==> config.mk <==
export PLATFORM = sky130hd
export DESIGN_NAME = nn_layer_sequencer_flat
export DESIGN_NICKNAME = d
export VERILOG_FILES = /design/src/rtl/nn_layer_sequencer_pkg.sv /design/src/rtl/nn_layer_sequencer_if.sv /design/src/rtl/nn_layer_sequencer_score_argmax.sv /design/src/rtl/nn_layer_sequencer.sv /design/src/flat_wrapper.sv
export SDC_FILE = /design/constraint.sdc
export NUM_CORES = 1
export LEC_CHECK = 0
export ABC_AREA = 1
export BUFFER_PORTS_ARGS = -buffer_cell sky130_fd_sc_hd__buf_2
export CELL_PAD_IN_SITES_DETAIL_PLACEMENT = 0
export CELL_PAD_IN_SITES_GLOBAL_PLACEMENT = 1
export CORE_MARGIN = 3
export CORE_UTILIZATION = 43
export DETAILED_ROUTE_END_ITERATION = 10
export PLACE_DENSITY = 0.87
export SKIP_CTS_REPAIR_TIMING = 1
export SYNTH_ARGS = -nofsm -noshare
export SYNTH_HDL_FRONTEND = slang
export SYNTH_SLANG_ARGS = --single-unit
==> constraint.sdc <==
create_clock -name clk -period 3.05 [get_ports clk]
set_input_delay 0.305 -clock clk [delete_from_list [all_inputs] [get_ports clk]]
set_output_delay 0.305 -clock clk [all_outputs]
set_load 0.1 [all_outputs]
==> src/rtl/nn_layer_sequencer_pkg.sv <==
// Shared definitions for the char_reg MLP layer sequencer: network
// dimensions, bus widths, FSM state encoding and small decode helpers.
package nn_layer_sequencer_pkg;

  // Network shape (8x8 pixels -> 16 hidden -> 10 classes)
  localparam int N_IN  = 64;
  localparam int N_HID = 16;
  localparam int N_OUT = 10;

  // Datapath widths. The weight ROM must hold N_HID*N_IN + N_OUT*N_HID rows;
  // layer-2 rows start directly after the layer-1 rows (base N_HID*N_IN).
  localparam int ACC_W = 24;
  localparam int WA_W  = 11;
  localparam int IA_W  = 6;
  localparam int HA_W  = 4;
  localparam int CLS_W = 4;

  typedef enum logic [2:0] {
    ST_IDLE  = 3'd0,
    ST_ISSUE = 3'd1,
    ST_DRAIN = 3'd2,
    ST_WB    = 3'd3,
    ST_FIN   = 3'd4
  } seq_state_t;

  typedef enum logic {
    LAYER_HID = 1'b0,
    LAYER_OUT = 1'b1
  } layer_t;

  // True for the states in which a run is in progress (busy window)
  function automatic logic in_run(input seq_state_t st);
    logic r;
    case (st)
      ST_ISSUE, ST_DRAIN, ST_WB: r = 1'b1;
      default:                   r = 1'b0;
    endcase
    return r;
  endfunction

endpackage

==> src/rtl/nn_layer_sequencer_if.sv <==
// Bus between the layer sequencer and the char_reg datapath / top-level
// control: run handshake, MAC operand addressing, strobes and result.
interface nn_layer_sequencer_if;
  import nn_layer_sequencer_pkg::*;

  logic                    start;
  logic signed [ACC_W-1:0] acc;
  logic                    in_sel;
  logic [IA_W-1:0]         in_addr;
  logic [WA_W-1:0]         w_addr;
  logic                    mac_clr;
  logic                    mac_en;
  logic                    hid_we;
  logic [HA_W-1:0]         hid_waddr;
  logic                    busy;
  logic                    done;
  logic [CLS_W-1:0]        result;

  // Sequencer side
  modport master (
    input  start, acc,
    output in_sel, in_addr, w_addr, mac_clr, mac_en, hid_we, hid_waddr,
           busy, done, result
  );

  // Datapath / control side
  modport slave (
    output start, acc,
    input  in_sel, in_addr, w_addr, mac_clr, mac_en, hid_we, hid_waddr,
           busy, done, result
  );

endinterface

==> src/rtl/nn_layer_sequencer_score_argmax.sv <==
// Running signed argmax over the output-layer scores. A candidate replaces
// the current best only on a strictly greater score, so ties keep the
// earlier (lower) index. best_idx already reflects the candidate presented
// this cycle, letting the caller latch the final winner on the last WB.
module nn_layer_sequencer_score_argmax
  import nn_layer_sequencer_pkg::*;
(
  input  logic                    clk,
  input  logic                    rst,
  input  logic                    clr,
  input  logic                    en,
  input  logic signed [ACC_W-1:0] score,
  input  logic [CLS_W-1:0]        idx_in,
  output logic [CLS_W-1:0]        best_idx
);

  localparam logic signed [ACC_W-1:0] SCORE_MIN = {1'b1, {(ACC_W-1){1'b0}}};

  logic signed [ACC_W-1:0] best_score_r;
  logic [CLS_W-1:0]        best_idx_r;
  logic                    take_s;

  // Candidate wins only when enabled and strictly above the best so far
  always_comb begin
    take_s = 1'b0;
    if (en && (score > best_score_r)) begin
      take_s = 1'b1;
    end else begin
      take_s = 1'b0;
    end
  end

  // Best score/index registers; cleared to the most-negative score per run
  always_ff @(posedge clk) begin
    if (rst) begin
      best_score_r <= SCORE_MIN;
      best_idx_r   <= CLS_W'(0);
    end else if (clr) begin
      best_score_r <= SCORE_MIN;
      best_idx_r   <= CLS_W'(0);
    end else if (take_s) begin
      best_score_r <= score;
      best_idx_r   <= idx_in;
    end else begin
      best_score_r <= best_score_r;
      best_idx_r   <= best_idx_r;
    end
  end

  assign best_idx = take_s ? idx_in : best_idx_r;

endmodule

==> src/rtl/nn_layer_sequencer.sv <==
// Control FSM for the char_reg MLP: walks the MAC over pixels->hidden and
// hidden->output, issuing one operand address pair per cycle, then reports
// the argmax class. Each neuron takes fan-in issue cycles, one DRAIN cycle
// (last operand still accumulating) and one WB cycle (acc final).
module nn_layer_sequencer
  import nn_layer_sequencer_pkg::*;
(
  input  logic                 clk,
  input  logic                 rst,
  nn_layer_sequencer_if.master bus
);

  localparam logic [IA_W-1:0] I_LAST_HID = IA_W'(N_IN - 1);
  localparam logic [IA_W-1:0] I_LAST_OUT = IA_W'(N_HID - 1);
  localparam logic [HA_W-1:0] N_LAST_HID = HA_W'(N_HID - 1);
  localparam logic [HA_W-1:0] N_LAST_OUT = HA_W'(N_OUT - 1);

  seq_state_t       state_r,  state_nx;
  logic [IA_W-1:0]  i_r,      i_nx;
  logic [HA_W-1:0]  neuron_r, neuron_nx;
  layer_t           layer_r,  layer_nx;
  logic [WA_W-1:0]  w_addr_r, w_addr_nx;
  logic             mac_clr_r, mac_clr_nx;
  logic             hid_we_r,  hid_we_nx;
  logic             busy_r,    busy_nx;
  logic             done_r,    done_nx;
  logic [CLS_W-1:0] result_r,  result_nx;
  logic             mac_en_r;

  logic             i_last_s;
  logic             n_last_s;
  logic             argmax_clr_s;
  logic             argmax_en_s;
  logic [CLS_W-1:0] best_idx_s;

  assign i_last_s     = (layer_r == LAYER_HID) ? (i_r == I_LAST_HID) : (i_r == I_LAST_OUT);
  assign n_last_s     = (layer_r == LAYER_HID) ? (neuron_r == N_LAST_HID) : (neuron_r == N_LAST_OUT);
  assign argmax_clr_s = (state_r == ST_IDLE) && bus.start;
  assign argmax_en_s  = (state_r == ST_WB) && (layer_r == LAYER_OUT);

  nn_layer_sequencer_score_argmax u_argmax (
    .clk      (clk),
    .rst      (rst),
    .clr      (argmax_clr_s),
    .en       (argmax_en_s),
    .score    (bus.acc),
    .idx_in   (neuron_r),
    .best_idx (best_idx_s)
  );

  // Next-state, counter and registered-output decode
  always_comb begin
    state_nx  = state_r;
    i_nx      = i_r;
    neuron_nx = neuron_r;
    layer_nx  = layer_r;
    w_addr_nx = w_addr_r;
    case (state_r)
      ST_IDLE: begin
        if (bus.start) begin
          state_nx  = ST_ISSUE;
          i_nx      = IA_W'(0);
          neuron_nx = HA_W'(0);
          layer_nx  = LAYER_HID;
          w_addr_nx = WA_W'(0);
        end else begin
          state_nx  = ST_IDLE;
        end
      end
      ST_ISSUE: begin
        // weight rows are consumed strictly in order across both layers
        w_addr_nx = w_addr_r + WA_W'(1);
        if (i_last_s) begin
          state_nx = ST_DRAIN;
          i_nx     = IA_W'(0);
        end else begin
          state_nx = ST_ISSUE;
          i_nx     = i_r + IA_W'(1);
        end
      end
      ST_DRAIN: begin
        state_nx = ST_WB;
      end
      ST_WB: begin
        if (!n_last_s) begin
          state_nx  = ST_ISSUE;
          neuron_nx = neuron_r + HA_W'(1);
        end else if (layer_r == LAYER_HID) begin
          state_nx  = ST_ISSUE;
          neuron_nx = HA_W'(0);
          layer_nx  = LAYER_OUT;
        end else begin
          state_nx  = ST_FIN;
        end
      end
      ST_FIN: begin
        // return to IDLE with counters cleared so idle outputs read zero
        state_nx  = ST_IDLE;
        i_nx      = IA_W'(0);
        neuron_nx = HA_W'(0);
        layer_nx  = LAYER_HID;
        w_addr_nx = WA_W'(0);
      end
      default: begin
        state_nx  = ST_IDLE;
        i_nx      = IA_W'(0);
        neuron_nx = HA_W'(0);
        layer_nx  = LAYER_HID;
        w_addr_nx = WA_W'(0);
      end
    endcase

    busy_nx    = in_run(state_nx);
    done_nx    = (state_nx == ST_FIN);
    mac_clr_nx = (state_nx == ST_ISSUE) && (i_nx == IA_W'(0));
    hid_we_nx  = (state_nx == ST_WB) && (layer_nx == LAYER_HID);
    if (state_nx == ST_FIN) begin
      result_nx = best_idx_s;
    end else begin
      result_nx = result_r;
    end
  end

  // State, counters and output registers
  always_ff @(posedge clk) begin
    if (rst) begin
      state_r   <= ST_IDLE;
      i_r       <= IA_W'(0);
      neuron_r  <= HA_W'(0);
      layer_r   <= LAYER_HID;
      w_addr_r  <= WA_W'(0);
      mac_clr_r <= 1'b0;
      hid_we_r  <= 1'b0;
      busy_r    <= 1'b0;
      done_r    <= 1'b0;
      result_r  <= CLS_W'(0);
      mac_en_r  <= 1'b0;
    end else begin
      state_r   <= state_nx;
      i_r       <= i_nx;
      neuron_r  <= neuron_nx;
      layer_r   <= layer_nx;
      w_addr_r  <= w_addr_nx;
      mac_clr_r <= mac_clr_nx;
      hid_we_r  <= hid_we_nx;
      busy_r    <= busy_nx;
      done_r    <= done_nx;
      result_r  <= result_nx;
      // operand data arrives one cycle after its address is issued
      mac_en_r  <= (state_r == ST_ISSUE);
    end
  end

  assign bus.in_sel    = (layer_r == LAYER_OUT);
  assign bus.in_addr   = i_r;
  assign bus.w_addr    = w_addr_r;
  assign bus.mac_clr   = mac_clr_r;
  assign bus.mac_en    = mac_en_r;
  assign bus.hid_we    = hid_we_r;
  assign bus.hid_waddr = neuron_r;
  assign bus.busy      = busy_r;
  assign bus.done      = done_r;
  assign bus.result    = result_r;

endmodule

==> src/flat_wrapper.sv <==
// flat-port wrapper written by rule: the top's interface ports become plain ports
module nn_layer_sequencer_flat import nn_layer_sequencer_pkg::*;
  (clk, rst, bus_start, bus_acc, bus_in_sel, bus_in_addr, bus_w_addr, bus_mac_clr, bus_mac_en, bus_hid_we, bus_hid_waddr, bus_busy, bus_done, bus_result);
  nn_layer_sequencer_if bus_i ();
  input  logic clk;
  input  logic rst;
  input wire logic [$bits(bus_i.start)-1:0] bus_start;
  input wire logic [$bits(bus_i.acc)-1:0] bus_acc;
  output wire logic [$bits(bus_i.in_sel)-1:0] bus_in_sel;
  output wire logic [$bits(bus_i.in_addr)-1:0] bus_in_addr;
  output wire logic [$bits(bus_i.w_addr)-1:0] bus_w_addr;
  output wire logic [$bits(bus_i.mac_clr)-1:0] bus_mac_clr;
  output wire logic [$bits(bus_i.mac_en)-1:0] bus_mac_en;
  output wire logic [$bits(bus_i.hid_we)-1:0] bus_hid_we;
  output wire logic [$bits(bus_i.hid_waddr)-1:0] bus_hid_waddr;
  output wire logic [$bits(bus_i.busy)-1:0] bus_busy;
  output wire logic [$bits(bus_i.done)-1:0] bus_done;
  output wire logic [$bits(bus_i.result)-1:0] bus_result;
  assign bus_i.start = bus_start;
  assign bus_i.acc = bus_acc;
  assign bus_in_sel = bus_i.in_sel;
  assign bus_in_addr = bus_i.in_addr;
  assign bus_w_addr = bus_i.w_addr;
  assign bus_mac_clr = bus_i.mac_clr;
  assign bus_mac_en = bus_i.mac_en;
  assign bus_hid_we = bus_i.hid_we;
  assign bus_hid_waddr = bus_i.hid_waddr;
  assign bus_busy = bus_i.busy;
  assign bus_done = bus_i.done;
  assign bus_result = bus_i.result;
  nn_layer_sequencer u_core (.clk(clk), .rst(rst), .bus(bus_i));
endmodule
=== After elaboration in Yosys (flattened, before gate mapping) ===
Cells that the tools add are included.

* Multipliers: 0
* Add/subtract/negate cells: 3
* Eq/ne operators: 13
* $lt $le $gt $ge: 1
* Reductions and logical operators: 13
* Bitwise logic cells: 3
* Multiplexer cells: 22
* Divide/modulo/power cells: 0
* Shift-type cells: 0

{| class="wikitable"
|+ Operator list
! cell !! count
|-
| 11-bit case mux with 3 select lines || 1
|-
| 24-bit > comparator || 1
|-
| 6-bit case mux with 3 select lines || 1
|-
| 4-bit 2-to-1 mux || 4
|-
| 3-bit by 2-bit == test with 1-bit output, second input constant || 4
|-
| 6-bit 2-to-1 mux || 2
|-
| 3-bit case mux with 4 select lines || 1
|-
| 4-bit case mux with 3 select lines || 1
|-
| 11-bit by 1-bit adder with 11-bit output, second input constant || 1
|-
| 11-bit 2-to-1 mux || 1
|-
| 4-bit == test, second input constant || 2
|-
| 1-bit 2-to-1 mux || 7
|-
| 6-bit by 1-bit adder with 6-bit output, second input constant || 1
|-
| 3-bit by 1-bit == test with 1-bit output, second input constant || 2
|-
| 6-bit by 4-bit == test with 1-bit output, second input constant || 1
|-
| 6-bit == test, second input constant || 1
|-
| 6-bit zero test || 1
|-
| 3-bit 2-to-1 mux || 2
|-
| 2-bit OR reduction || 3
|-
| 1-bit logical AND || 5
|-
| 4-bit by 1-bit adder with 4-bit output, second input constant || 1
|-
| 3-bit == test, second input constant || 1
|-
| 3-bit zero test || 1
|-
| 3-bit inequality test, second input constant || 1
|-
| 7 further kinds || 9
|}

* Output and inout port bits: 31
* Latch bits: 0
* Memories kept: 0
* RAM bits: 0
* Register bits: 62
* Logic and storage cells: 68
* Memory bits (read-only): 0
* Input port bits: 27

=== Depth between registers and ports, before layout ===
Gate-level depths: netlist (run 1).

* Depth after elaboration: 7
* Depth in mapped cells: 18
* Gate-level depth less buffers: 17

=== Cells and area by module ===
From an unflattened synthesis (run 1), not the netlist that was laid out.

* Cell total of the unflattened synthesis: 550
* Area total of the unflattened synthesis: 3778.6 µm²

{| class="wikitable"
|+ By module, submodules not included
! module !! cells an instance !! area each (µm²) !! sequential area each (µm²) !! times used
|-
| nn_layer_sequencer_score_argmax || 308 || 1990.7 || 560.5 || 1
|-
| nn_layer_sequencer || 242 || 1788.0 || 680.7 || 1
|}

=== Worst setup path before layout (run 1) ===
No wires, ideal clock.

* Path kind: reg-to-reg
* Start: register u_core.w_addr_r[1], in the netlist u_core.bus.w_addr[1]
* End: register u_core.w_addr_r[10], in the netlist u_core.bus.w_addr[10]
* Arrival time: 2234 ps
* Setup time: 121 ps
* Slack: 695 ps
* Stages on the path, launching flop included: 11
* Cell sequence: dfxtp_1 -> ha_1 -> nand2_1 -> nor2_1 -> nand2_1 -> nor2_1 -> nand2_1 -> nor2_1 -> nand2_1 -> nor3b_1 -> nor3_1

* Longest elaborated chain between the ends: 2

{| class="wikitable"
|+ Ends and longest elaborated chain
! element !! line !! source
|-
| from (decl) || nn_layer_sequencer.sv:22 || <nowiki>logic [WA_W-1:0] w_addr_r, w_addr_nx;</nowiki>
|-
| from (signal assigned) || nn_layer_sequencer.sv:143 || <nowiki>w_addr_r <= w_addr_nx;</nowiki>
|-
| 11-bit by 1-bit adder with 11-bit output || nn_layer_sequencer.sv:72 || <nowiki>w_addr_nx = w_addr_r + WA_W'(1);</nowiki>
|-
| 11-bit case mux with 3 select lines || nn_layer_sequencer.sv:58 || <nowiki>case (state_r)</nowiki>
|}

No other way between the ends.
A chain may end at the register's enable or synchronous reset.

=== Worst setup path after layout (run 1) ===
* Start: register u_core.u_argmax.best_score_r[19]
* End: register u_core.u_argmax.best_score_r[23]

* Longest elaborated chain between the ends: 3

{| class="wikitable"
|+ Ends and longest elaborated chain
! element !! line !! source
|-
| from (decl) || nn_layer_sequencer_score_argmax.sv:19 || <nowiki>logic signed [ACC_W-1:0] best_score_r;</nowiki>
|-
| from (signal assigned) || nn_layer_sequencer_score_argmax.sv:42 || <nowiki>best_score_r <= score;</nowiki>
|-
| from (signal assigned) || nn_layer_sequencer_score_argmax.sv:45 || <nowiki>best_score_r <= best_score_r;</nowiki>
|-
| 24-bit > comparator || nn_layer_sequencer_score_argmax.sv:26 || <nowiki>if (en && (score > best_score_r)) begin</nowiki>
|-
| 1-bit logical AND || nn_layer_sequencer_score_argmax.sv:26 ||
|-
| 1-bit 2-to-1 mux || nn_layer_sequencer_score_argmax.sv:26 ||
|}

No other way between the ends.

==> results of run 1 <==
metal layers:
layer  share of wire (%)  vias to the layer above  track usage [%]
met5                   0                        -                0
met4                 2.3                        0             8.42
met3                 3.9                       12             3.74
met2                  45                       46             25.9
met1                  48                     1304             21.8
li1                    -                     1561                -
flip-flops by register name, indices dropped and copies added, names as in the netlist:
register	count
u_core.bus.busy	1
u_core.bus.done	1
u_core.bus.hid_waddr	4
u_core.bus.hid_we	1
u_core.bus.in_addr	6
u_core.bus.in_sel	1
u_core.bus.mac_clr	1
u_core.bus.mac_en	1
u_core.bus.result	4
u_core.bus.w_addr	11
u_core.state_r	3
u_core.u_argmax.best_idx_r	4
u_core.u_argmax.best_score_r	24
cell families after synthesis:
kind of cell	after synthesis	synth area share (%)
adders and majority gates	27	10.4
buffers and inverters	82	10.5
AOI/OAI and AO/OA	68	12.0
DFF	62	38.3
and+or+nand+nor	213	27.6
xor gates and xnor gates	4	1.08
synth_stat cells (all sizes together):
master,count
nor3b,2
nor2,97
a32o,2
buf,4
and3,1
clkinv,1
nor3,10
o22ai,1
or2,1
a21o,1
ha,27
o21ai,31
a21oi,22
a211oi,1
o221a,1
a31oi,1
a21boi,1
clkbuf,5
dfxtp,62
xnor2,2
nand2,81
nand3,21
xor2,2
o21a,1
a22oi,2
o211ai,2
inv,72
a32oi,1
o21bai,1
cell usage in the layout, fill, tap and decap left out, types with 2 or more instances in the layout:
master / n
a21oi_1: 22
a22oi_1: 2
a32o_1: 2
buf_2: 57
clkbuf_8: 13
clkinv_2: 2
dfxtp_1: 62
ha_1: 27
inv_1: 67
inv_2: 4
nand2_1: 76
nand2_2: 5
nand3_1: 21
nor2_1: 95
nor2_4: 2
nor3_1: 8
nor3b_1: 2
o211ai_1: 2
o21ai_0: 21
o21ai_1: 10
xnor2_1: 2
xor2_1: 2
area by class of cell:
class / instances / area share, %
repair buffers: 57 / 7.50
clock inverters: 3 / 1.05
clock buffers: 13 / 4.70
well taps: 99 / 3.26
multi-input cells: 312 / 43.5
inverters: 73 / 7.33
flip-flops and latches: 62 / 32.6
how the worst max path moves through the flow:
stage | from | to | slack [ns] | depth (start not counted)
after floorplan | u_core.bus.w_addr[1] | u_core.bus.w_addr[10] | 0.69 | 10
after global placement | bus_acc[23] | u_core.u_argmax.best_score_r[23] | 0.58 | 13
after detailed placement | bus_acc[19] | u_core.u_argmax.best_score_r[23] | 0.53 | 13
after CTS | u_core.u_argmax.best_score_r[19] | u_core.u_argmax.best_score_r[23] | 0.58 | 13
after global routing | u_core.u_argmax.best_score_r[23] | u_core.u_argmax.best_score_r[20] | 0.35 | 14
final | u_core.u_argmax.best_score_r[19] | u_core.u_argmax.best_score_r[23] | 0.62 | 13
worst max-delay path, stage by stage, from the launching register on:
cell,delay [ns]
dfxtp_1,0.33
inv_1,0.05
ha_1,0.30
nand2_1,0.06
nor2_1,0.22
nand2_2,0.11
nor3_4,0.16
nand2_1,0.10
nand3_1,0.11
nand2_2,0.10
nand2_2,0.43
inv_6,0.17
nand2_1,0.09
nand3_1,0.06
stage by stage:
step | hold slack [ns] | instance area [µm²]
floorplan | 0.410 | 3240
global placement | 0.456 | 3590
detailed placement | 0.460 | 3590
CTS | 0.188 | 3800
global route | 0.218 | 3800
finish | 0.198 | 3800
where the power goes:
| group | switching (µW) | internal, µW |
|---|---|---|
| Clock | 321 | 464 |
| Combinational | 136 | 55.9 |
| Sequential | 5.51 | 817 |
| Total | 463 | 1340 |
==> summary.md, run 1 <==
| Metric | Value |
|---|---|
| Total GRT Usage | 16.7% |
| Cell taking the most area after synthesis | dfxtp_1 |
| Dpl hpwl | 5.08 mm |
| Period utilization | 79.7% |
| Die Width | 92.8 µm |
| Finished Core Util | 52.2% |
| # H-tree levels | 3 |
| Synth Instances | 456 |
| Register-to-Register Path Depth | 13 |
| Pwr Density | 473 nW/µm² |
| Crit path DAT | 2.63 ns |
| Max-Cap Viols | 0 |
| Final Skew | 0.00703 ns |
| FF+latch count, synth | 62 |
| Remaining antenna violation count | 0 |
| Type of origin of the critical path | flop |
| Drt total wl | 6.82 mm |
| R2r endpoint | u_core.u_argmax.best_score_r[23] |
| Die H | 92.8 µm |
| Warnings, synthesis | 0 |
| Final Max Tran Viols | 0 |
| Dpl cells | 603 |
| Maximum number of pins on one net before global-route repair | 30 |
| Drt pass-1 iters | 4 |
| Multi-input logic area | 1660 µm² |
| Fmax | 411 MHz |
| Syn_area_per_cell | 7.10 µm² |
| Clock sink count | 62 |
| Sequential cell area | 1240 µm² |
| Placeable Area | 7290 µm² |
| Tot Pwr | 1800 µW |
| Fin crit period | 2.43 ns |
| Area Growth Syn to Fin | 17.5% |
| Vias/cell | 4.72 |
| Fin. Hold Viols | 0 |
| Row count | 31 |
| Syn Std Cell Area | 3240 µm² |
| R2R Setup Slk | 0.62 ns |
| Ant. Diodes | 0 |
| First-pass GRT wire length | 11.6 mm |
| Layout fillers | 774 |
| Seq/Total Area, Yosys | 38.3% |
| GRT Residual Overflow | 0 |
| CTS Buf Count | 9 |
| Pre-CTS setup slack | 0.527 ns |
| Die footprint | 8600 µm² |
| HP Class | in -> reg |
| CTS clk-pin slew, worst paths | 0.07 ns |
| Synth Net Count | 510 |
| Unique cell type count in the Yosys netlist | 37 |
| CTS Buffer Depth | 2 |
| PnR worst setup slack | 0.619 ns |
| Worst hold path cell count | 3 |
| Maximum vdd drop | 0.000213 V |
| Status | finished clean |
| P_leak | 0.00172 µW |
| Clk_lat worst skew | 0.34 ns |
| Final setup fails | 0 |
| Vias in the first global route | 2674 |
| Worst-Margin Slew | 0.620 ns |
| I/O Pins | 58 |
| Post-synth top area share | 38.3% |
| DRC | 0 |
| Worst Path Max Fanout | 29 |
| Vias | 2923 |
| Port bufs | 57 |
| Rel. slew slack | 58.6% |
| Setup CP Type | reg -> reg |
| Setup_tns | 0 ns |
| Worst hold start | bus_acc[23] |
| Worst setup EP type | flop |
| Non-filler cells, final | 619 |
| RD Place Congestion | 0.792 |
| Final nets | 569 |
| Starting Density | 44.4% |
| Worst EP required | 3.25 ns |
| Worst r2r src | u_core.u_argmax.best_score_r[19] |
| Clock Tree Root | clkbuf_8 |
| Initial DRC count | 127 |
| Antenna violations before repair | 0 |
| RSZ-0062 raised after global routing | false |
| CTS tree | done |
| Worst Hold End | u_core.u_argmax.best_score_r[23] |
| WL/cell | 11.0 µm |
| Synth area leaders | dfxtp_1 (38%), nor2_1 (11%), ha_1 (10%) |
| Share of layout cells above drive strength 1 | 17.3% |
(Power assumes the default switching activity.)
==> run 2, diff against run 1 <==
ABC_AREA = 0   (was 1)
CORE_UTILIZATION = 42   (was 43)
PLACE_DENSITY = 0.82   (was 0.87)
clock period = 2.6 ns   (was 3.05 ns; I/O delays follow)
==> run 2 against run 1 <==
Effect of this change:
- first-iteration DRC count shrank 25%
- clock-buffer cell count down 3
- flip-flop and latch count unchanged
- sequential share of layout area down 1.4 points
- via count down 0.89%
- die area grew 6.9%
- design area rose by 4.4%
- total power rose by 7.2%
- clock power is 5.0% lower
- global-route usage shrank 0.28 points
- hold slack lost 0.018 ns
- worst setup slack got worse by 0.41 ns
- critical path type unchanged
==> summary.md, run 2 <==
| Metric | Value |
|---|---|
| Finished Core Util | 51.1% (-1.0 points) |
| Antenna violations before repair | 0 (unchanged) |
| Period utilization | 92.0% (+12 points) |
| Worst setup EP type | flop |
| Vias/cell | 5.13 (+8.6%) |
| Combinational family with the most area after synthesis | simple AND/OR/NAND/NOR gates |
| FF+latch count, synth | 62 (unchanged) |
| Multi-input logic area | 1970 µm² (+19%) |
| Setup_tns | 0 ns (unchanged) |
| Ant. Diodes | 0 (unchanged) |
| Register-to-Register Path Depth | 10 (-3) |
| Max-Cap Viols | 0 (unchanged) |
| Unique cell type count in the Yosys netlist | 50 (+35%) |
| Drt total wl | 7.01 mm (+2.8%) |
| Final Skew | 0.0121 ns (+0.00506 ns) |
| CTS Buf Count | 9 (unchanged) |
| Crit path DAT | 2.60 ns (-0.03 ns) |
| Die Width | 95.9 µm (+3.4%) |
| Simple-Gate Fraction of Synth Area | 23.9% (-3.7 points) |
| Worst hold path cell count | 3 (unchanged) |
| Share of layout cells above drive strength 1 | 19.4% (+2.1 points) |
| Cell taking the most area after synthesis | dfxtp_1 |
| Die footprint | 9190 µm² (+6.9%) |
| Synth area leaders | dfxtp_1 (37%), ha_1 (10%), mux2i_1 (8.8%) |
| Dpl hpwl | 5.31 mm (+4.6%) |
| Syn Std Cell Area | 3390 µm² (+4.8%) |
| Synth Area in Compound Gates | 12.7% (+0.66 points) |
| Dpl cells | 549 (-9.0%) |
| Fmax | 418 MHz (+1.7%) |
| Pre-CTS setup slack | 0.176 ns (-0.351 ns) |
| Worst-Margin Slew | 0.513 ns (-0.108 ns) |
| # H-tree levels | 3 (unchanged) |
| CTS Buffer Depth | 2 (unchanged) |
| Remaining antenna violation count | 0 (unchanged) |
| Area after DPL | 3800 µm² (+5.9%) |
| Final setup fails | 0 (unchanged) |
| Final nets | 512 (-10%) |
| Fin. Hold Viols | 0 (unchanged) |
| DRC | 0 (unchanged) |
| PnR worst setup slack | 0.208 ns (-0.411 ns) |
| CTS tree | done |
| Placeable Area | 7770 µm² (+6.5%) |
| Post-synthesis adder-cell area fraction | 9.96% (-0.48 points) |
| Post-synth top area share | 36.6% (-1.8 points) |
| Clk_lat worst skew | 0.34 ns (about the same) |
| RD Place Congestion | 0.788 (-0.52%) |
| EDFF count, synth | 0 (unchanged) |
| Clock sink count | 62 (unchanged) |
| GRT Residual Overflow | 0 (unchanged) |
| Maximum number of pins on one net before global-route repair | 26 (-13%) |
| P_leak | 0.00159 µW (-7.6%) |
| Top reg by flops | u_core.u_argmax.best_score_r |
| Rel. slew slack | 65.5% (+6.9 points) |
| HP Class | in -> reg |
| Seq/Total Area, Yosys | 36.6% (-1.8 points) |
| Syn_area_per_cell | 8.44 µm² (+19%) |
| I/O Pins | 58 (unchanged) |
| First-pass GRT wire length | 11.8 mm (+2.0%) |
| RSZ-0062 raised after global routing | false |
| Port bufs | 57 (unchanged) |
| Starting Density | 43.7% (-0.70 points) |
| Max FFs per register | 24 (unchanged) |
| Setup CP Type | reg -> reg |
| Area Growth Syn to Fin | 17.1% |
| Non-filler cells, final | 565 (-8.7%) |
| XOR/XNOR Fraction of Synth Area | 1.81% (+0.72 points) |
| Top-count cell post-synth | nand2_1 |
| Worst EP required | 2.81 ns (-0.44 ns) |
| Clock Tree Root | clkbuf_8 |
| Most frequent cells in the layout | nand2_1 (67), dfxtp_1 (62), buf_2 (57), nor2_1 (36), mux2i_1 (30) |
| Sequential cell area | 1240 µm² (unchanged) |
| Layout fillers | 806 (+4.1%) |
| Type of origin of the critical path | flop |
| Synth Instances | 402 (-12%) |
| WL/cell | 12.4 µm (+13%) |
| Synth cell count leaders | nand2_1 (67), dfxtp_1 (62), nor2_1 (36), mux2i_1 (30), ha_1 (27) |
| Fin crit period | 2.39 ns (-0.0395 ns) |
| Finished Cell Area | 3970 µm² (+4.4%) |
| Maximum vdd drop | 0.000303 V (+43%) |
| Synth Net Count | 456 (-11%) |
| Pwr Density | 486 nW/µm² (+2.6%) |
| Warnings, synthesis | 0 (unchanged) |
| Most common cell after layout, fill and taps aside | nand2_1 |
| Worst Path Max Fanout | 24 (-17%) |
| Drt pass-1 iters | 4 (unchanged) |
| Multiplexer share of the synthesized area | 9.29% (+9.3 points) |
| Vias in the first global route | 2657 (-0.64%) |
| Status | finished clean |
| Final Max Tran Viols | 0 (unchanged) |
| Row count | 32 (+3.2%) |
| Ys flop type | dfxtp_1 |
| Die H | 95.9 µm (+3.4%) |
| Synth async-reset ratio | 0% (unchanged) |
| CTS clk-pin slew, worst paths | 0.07 ns (about the same) |
| Total GRT Usage | 16.4% (-0.28 points) |
| Initial DRC count | 95 (-25%) |
| Vias | 2897 (-0.89%) |
## run 2: cell count changes in the layout (fill, tap and decap cells not counted), sizes merged, moves of 7 or more
cell   previous run  this run
nor2             97        36
inv              72        28
mux2i             0        30
o21ai            31        13
nand2            81        67
nand3            21         9
nand4             0         7
## run 2: path summary, 6_finish.rpt
kind / start / to / slack (ns)
worst min-delay path: bus_acc[18] / u_core.u_argmax.best_score_r[18] / 0.18
worst max register to register: u_core.u_argmax.best_score_r[18] / u_core.u_argmax.best_score_r[2] / 0.21
worst min register to register: u_core.u_argmax.best_score_r[16] / u_core.u_argmax.best_score_r[16] / 0.46
worst max-delay path: u_core.u_argmax.best_score_r[18] / u_core.u_argmax.best_score_r[2] / 0.21
## run 2: cell families (layout without fill, tap and decap cells)
group           count (synthesis)  count (layout)
buf+inv                        46             107
compound gates                 65              65
mux                            31              31
xor+xnor                        7               7
flops                          62              62
fa+ha+maj                      27              27
simple gates                  164             164
## run 2: stage by stage
stage,total power (µW),hold slack (ns)
final,1930,0.180
after global routing,2030,0.152
after CTS,1960,0.160
after detailed placement,1210,0.451
after global placement,1210,0.442
after floorplan,1140,0.402
## run 2: critical path, cell delays in order, from the launching register on
cell and delay (ns):
dfxtp_1 0.34, inv_1 0.05, ha_1 0.28, and3_1 0.23, nand4_4 0.14, a211oi_1 0.07
buf_4 0.14, nor4_2 0.36, mux2_4 0.36, buf_12 0.18, mux2i_1 0.13
## run 2: per-layer routing
layer | vias up | global-route usage, % | wire, µm | share of wire [%]
met5 | - | 0 | 0 | 0
met4 | 0 | 5.45 | 118 | 1.7
met3 | 9 | 5.71 | 355 | 5.1
met2 | 49 | 27.6 | 3410 | 49
met1 | 1344 | 19.6 | 3130 | 45
li1 | 1495 | - | - | -
## run 2: layout make-up
| type | count | share of cell area (%) |
|---|---|---|
| Clock inverter | 6 | 0.945 |
| Inverter | 28 | 2.65 |
| Clock buffer | 10 | 3.46 |
| Timing Repair Buffer | 63 | 8.94 |
| Tap cell | 102 | 3.21 |
| Sequential cell | 62 | 31.2 |
| Multi-Input combinational cell | 294 | 49.5 |
## run 2: where the power goes
| part | switching [µW] | total [µW] | internal, µW |
|---|---|---|---|
| logic | 146 | 219 | 72.4 |
| registers | 7.71 | 965 | 957 |
| clock network | 380 | 746 | 366 |
==> run 3, diff against run 2 <==
PLACE_DENSITY = 0.88   (was 0.82)
==> run 3 against run 2 <==
Effect of this change:
- via count grew 0.62%
- non-clock buffer count shrank 1
- hold slack lost 0.00052 ns
- clock skew shrank 0.0066 ns
- largest power group unchanged
- total power grew 1.9%
- sequential share of layout area shrank 0.14 points
- die area is the same
- design area grew 0.44%
- clock power grew 4.7%
- cell count is the same
==> summary.md, run 3 (synthesis gave the netlist of run 2 again) <==
| Metric | Value |
|---|---|
| Vias | 2915 (+0.62%) |
| Clock Tree Root | clkbuf_8 |
| Layout fillers | 770 (-4.5%) |
| Rel. slew slack | 65.1% (-0.41 points) |
| Final setup fails | 0 (unchanged) |
| DRC | 0 (unchanged) |
| Share of layout cells above drive strength 1 | 19.3% (-0.17 points) |
| Status | finished clean |
| Final Max Tran Viols | 0 (unchanged) |
| CP cell instances | inv_1 > ha_1 > and4_4 > a21oi_1 > o211ai_1 > nor4_2 > mux2_4 > buf_12 > mux2i_1 |
| PnR worst setup slack | 0.180 ns (-0.0286 ns) |
| RD Place Congestion | 0.768 (-2.5%) |
| CTS Buffer Depth | 2 (unchanged) |
| Starting Density | 43.7% (unchanged) |
| Multi-input logic area | 1970 µm² (unchanged) |
| Vias in the first global route | 2724 (+2.5%) |
| Total GRT Usage | 16.4% (-0.085 points) |
| Die footprint | 9190 µm² (unchanged) |
| Maximum number of pins on one net before global-route repair | 31 (+19%) |
| Fin crit period | 2.42 ns (+0.0286 ns) |
| Die H | 95.9 µm (unchanged) |
| Worst path max stage delay | 0.43 ns (+0.07 ns) |
| CTS Buf Count | 9 (unchanged) |
| RSZ-0062 raised after global routing | false |
| Remaining antenna violation count | 0 (unchanged) |
| Setup CP Type | reg -> reg |
| Sequential cell area | 1240 µm² (unchanged) |
| Clk_lat worst skew | 0.33 ns (about the same) |
| Clock sink count | 62 (unchanged) |
| Type of origin of the critical path | flop |
| Maximum vdd drop | 0.000295 V (-2.5%) |
| Pre-CTS setup slack | 0.124 ns (-0.0515 ns) |
| Die Width | 95.9 µm (unchanged) |
| CTS tree | done |
| Most common cell after layout, fill and taps aside | nand2_1 |
| WHS | 0.180 ns (-0.000520 ns) |
| Most frequent cells in the layout | nand2_1 (67), dfxtp_1 (62), buf_2 (57), nor2_1 (36), mux2i_1 (30) |
| Antenna violations before repair | 1 (+1) |
| Placeable Area | 7770 µm² (unchanged) |
| Row count | 32 (unchanged) |
| P_leak | 0.00160 µW (+0.95%) |
| Worst setup EP type | flop |
| Dpl hpwl | 5.34 mm (+0.60%) |
| Worst Path Buf+Inv | 2 (-1) |
| Fmax | 413 MHz (-1.2%) |
| CP max-delay cell | mux2_4 |
| Vias/cell | 5.16 (+0.62%) |
| Final nets | 511 (-0.20%) |
| CTS clk-pin slew, worst paths | 0.07 ns (about the same) |
| I/O Pins | 58 (unchanged) |
| Crit path DAT | 2.64 ns (+0.04 ns) |
| Initial DRC count | 116 (+22%) |
| Worst Path Max Fanout | 12 (-50%) |
| Fin. Hold Viols | 0 (unchanged) |
| Top reg by flops | u_core.u_argmax.best_score_r |
| # H-tree levels | 3 (unchanged) |
| Drt pass-1 iters | 4 (unchanged) |
| Worst-Margin Slew | 0.519 ns (+0.00615 ns) |
| Highest routed layer | met4 |
| HP Class | in -> reg |
| GRT Residual Overflow | 0 (unchanged) |
| Period utilization | 93.1% (+1.1 points) |
| Pwr Density | 492 nW/µm² (+1.4%) |
| Area Growth Syn to Fin | 17.6% |
| Met1 WL | 3.28 mm (+4.8%) |
| Drt total wl | 6.99 mm (-0.29%) |
| Setup_tns | 0 ns (unchanged) |
| Max FFs per register | 24 (unchanged) |
| DR WL met3 | 343 µm (-3.4%) |
| Largest delay share family, worst path | simple AND/OR/NAND/NOR gates |
| Worst EP required | 2.82 ns (about the same) |
| Max-Cap Viols | 0 (unchanged) |
| First-pass GRT wire length | 12.0 mm (+1.0%) |
| Port bufs | 57 (unchanged) |
| Finished Core Util | 51.4% (+0.23 points) |
| WL/cell | 12.4 µm (-0.29%) |
| Final Skew | 0.00549 ns (-0.00660 ns) |
| Met2 wire len | 3.29 mm (-3.7%) |
| Tot Pwr | 1960 µW (+1.9%) |
==> run 3: changes by cell type in the layout (fill, tap and decap cells not counted), sizes merged <==
cell,previous run,this run
clkinvlp,3,0
clkinv,3,4
buf,63,62
clkbuf,10,12
diode,0,1
==> run 3: layout make-up <==
| cell class | count | share of cell area [%] |
|---|---|---|
| Multi-Input combinational cell | 294 | 49.3 |
| Sequential cell | 62 | 31.1 |
| Timing Repair Buffer | 62 | 9.03 |
| Clock buffer | 12 | 4.14 |
| Tap cell | 102 | 3.20 |
| Inverter | 28 | 2.63 |
| Clock inverter | 4 | 0.502 |
| Antenna cell | 1 | 0.0627 |
==> run 3: final timing paths <==
| check | startpoint | endpoint | slack [ns] | cells after the start |
|---|---|---|---|---|
| worst max register to register | u_core.u_argmax.best_score_r[23] | u_core.u_argmax.best_score_r[4] | 0.18 | 9 |
| worst min register to register | u_core.bus.result[2] | u_core.bus.result[2] | 0.45 | 2 |
| worst min-delay path | bus_acc[18] | u_core.u_argmax.best_score_r[18] | 0.18 | 3 |
| worst max-delay path | u_core.u_argmax.best_score_r[23] | u_core.u_argmax.best_score_r[4] | 0.18 | 9 |
==> run 3: power breakdown <==
| group | internal (µW) | switching (µW) |
|---|---|---|
| clock network | 417 | 364 |
| registers | 957 | 7.41 |
| logic | 72.8 | 146 |
==> run 3: through the flow <==
stage | std cells | area, µm²
2_1_floorplan | 402 | 3390
3_3_place_gp | 548 | 3800
3_5_place_dp | 548 | 3800
4_1_cts | 564 | 3990
5_1_grt | 565 | 3990
6_report | 565 | 3990
==> run 3: routing by layer <==
| metal | global-route usage [%] | vias to the layer above |
|---|---|---|
| met5 | 0 | - |
| met4 | 5.45 | 0 |
| met3 | 4.77 | 15 |
| met2 | 27.9 | 60 |
| met1 | 19.7 | 1342 |
| li1 | - | 1498 |
==> run 3: worst min-delay path, stage by stage <==
cell and delay (ns):
buf_2 0.11, nand2_1 0.05, mux2i_1 0.05
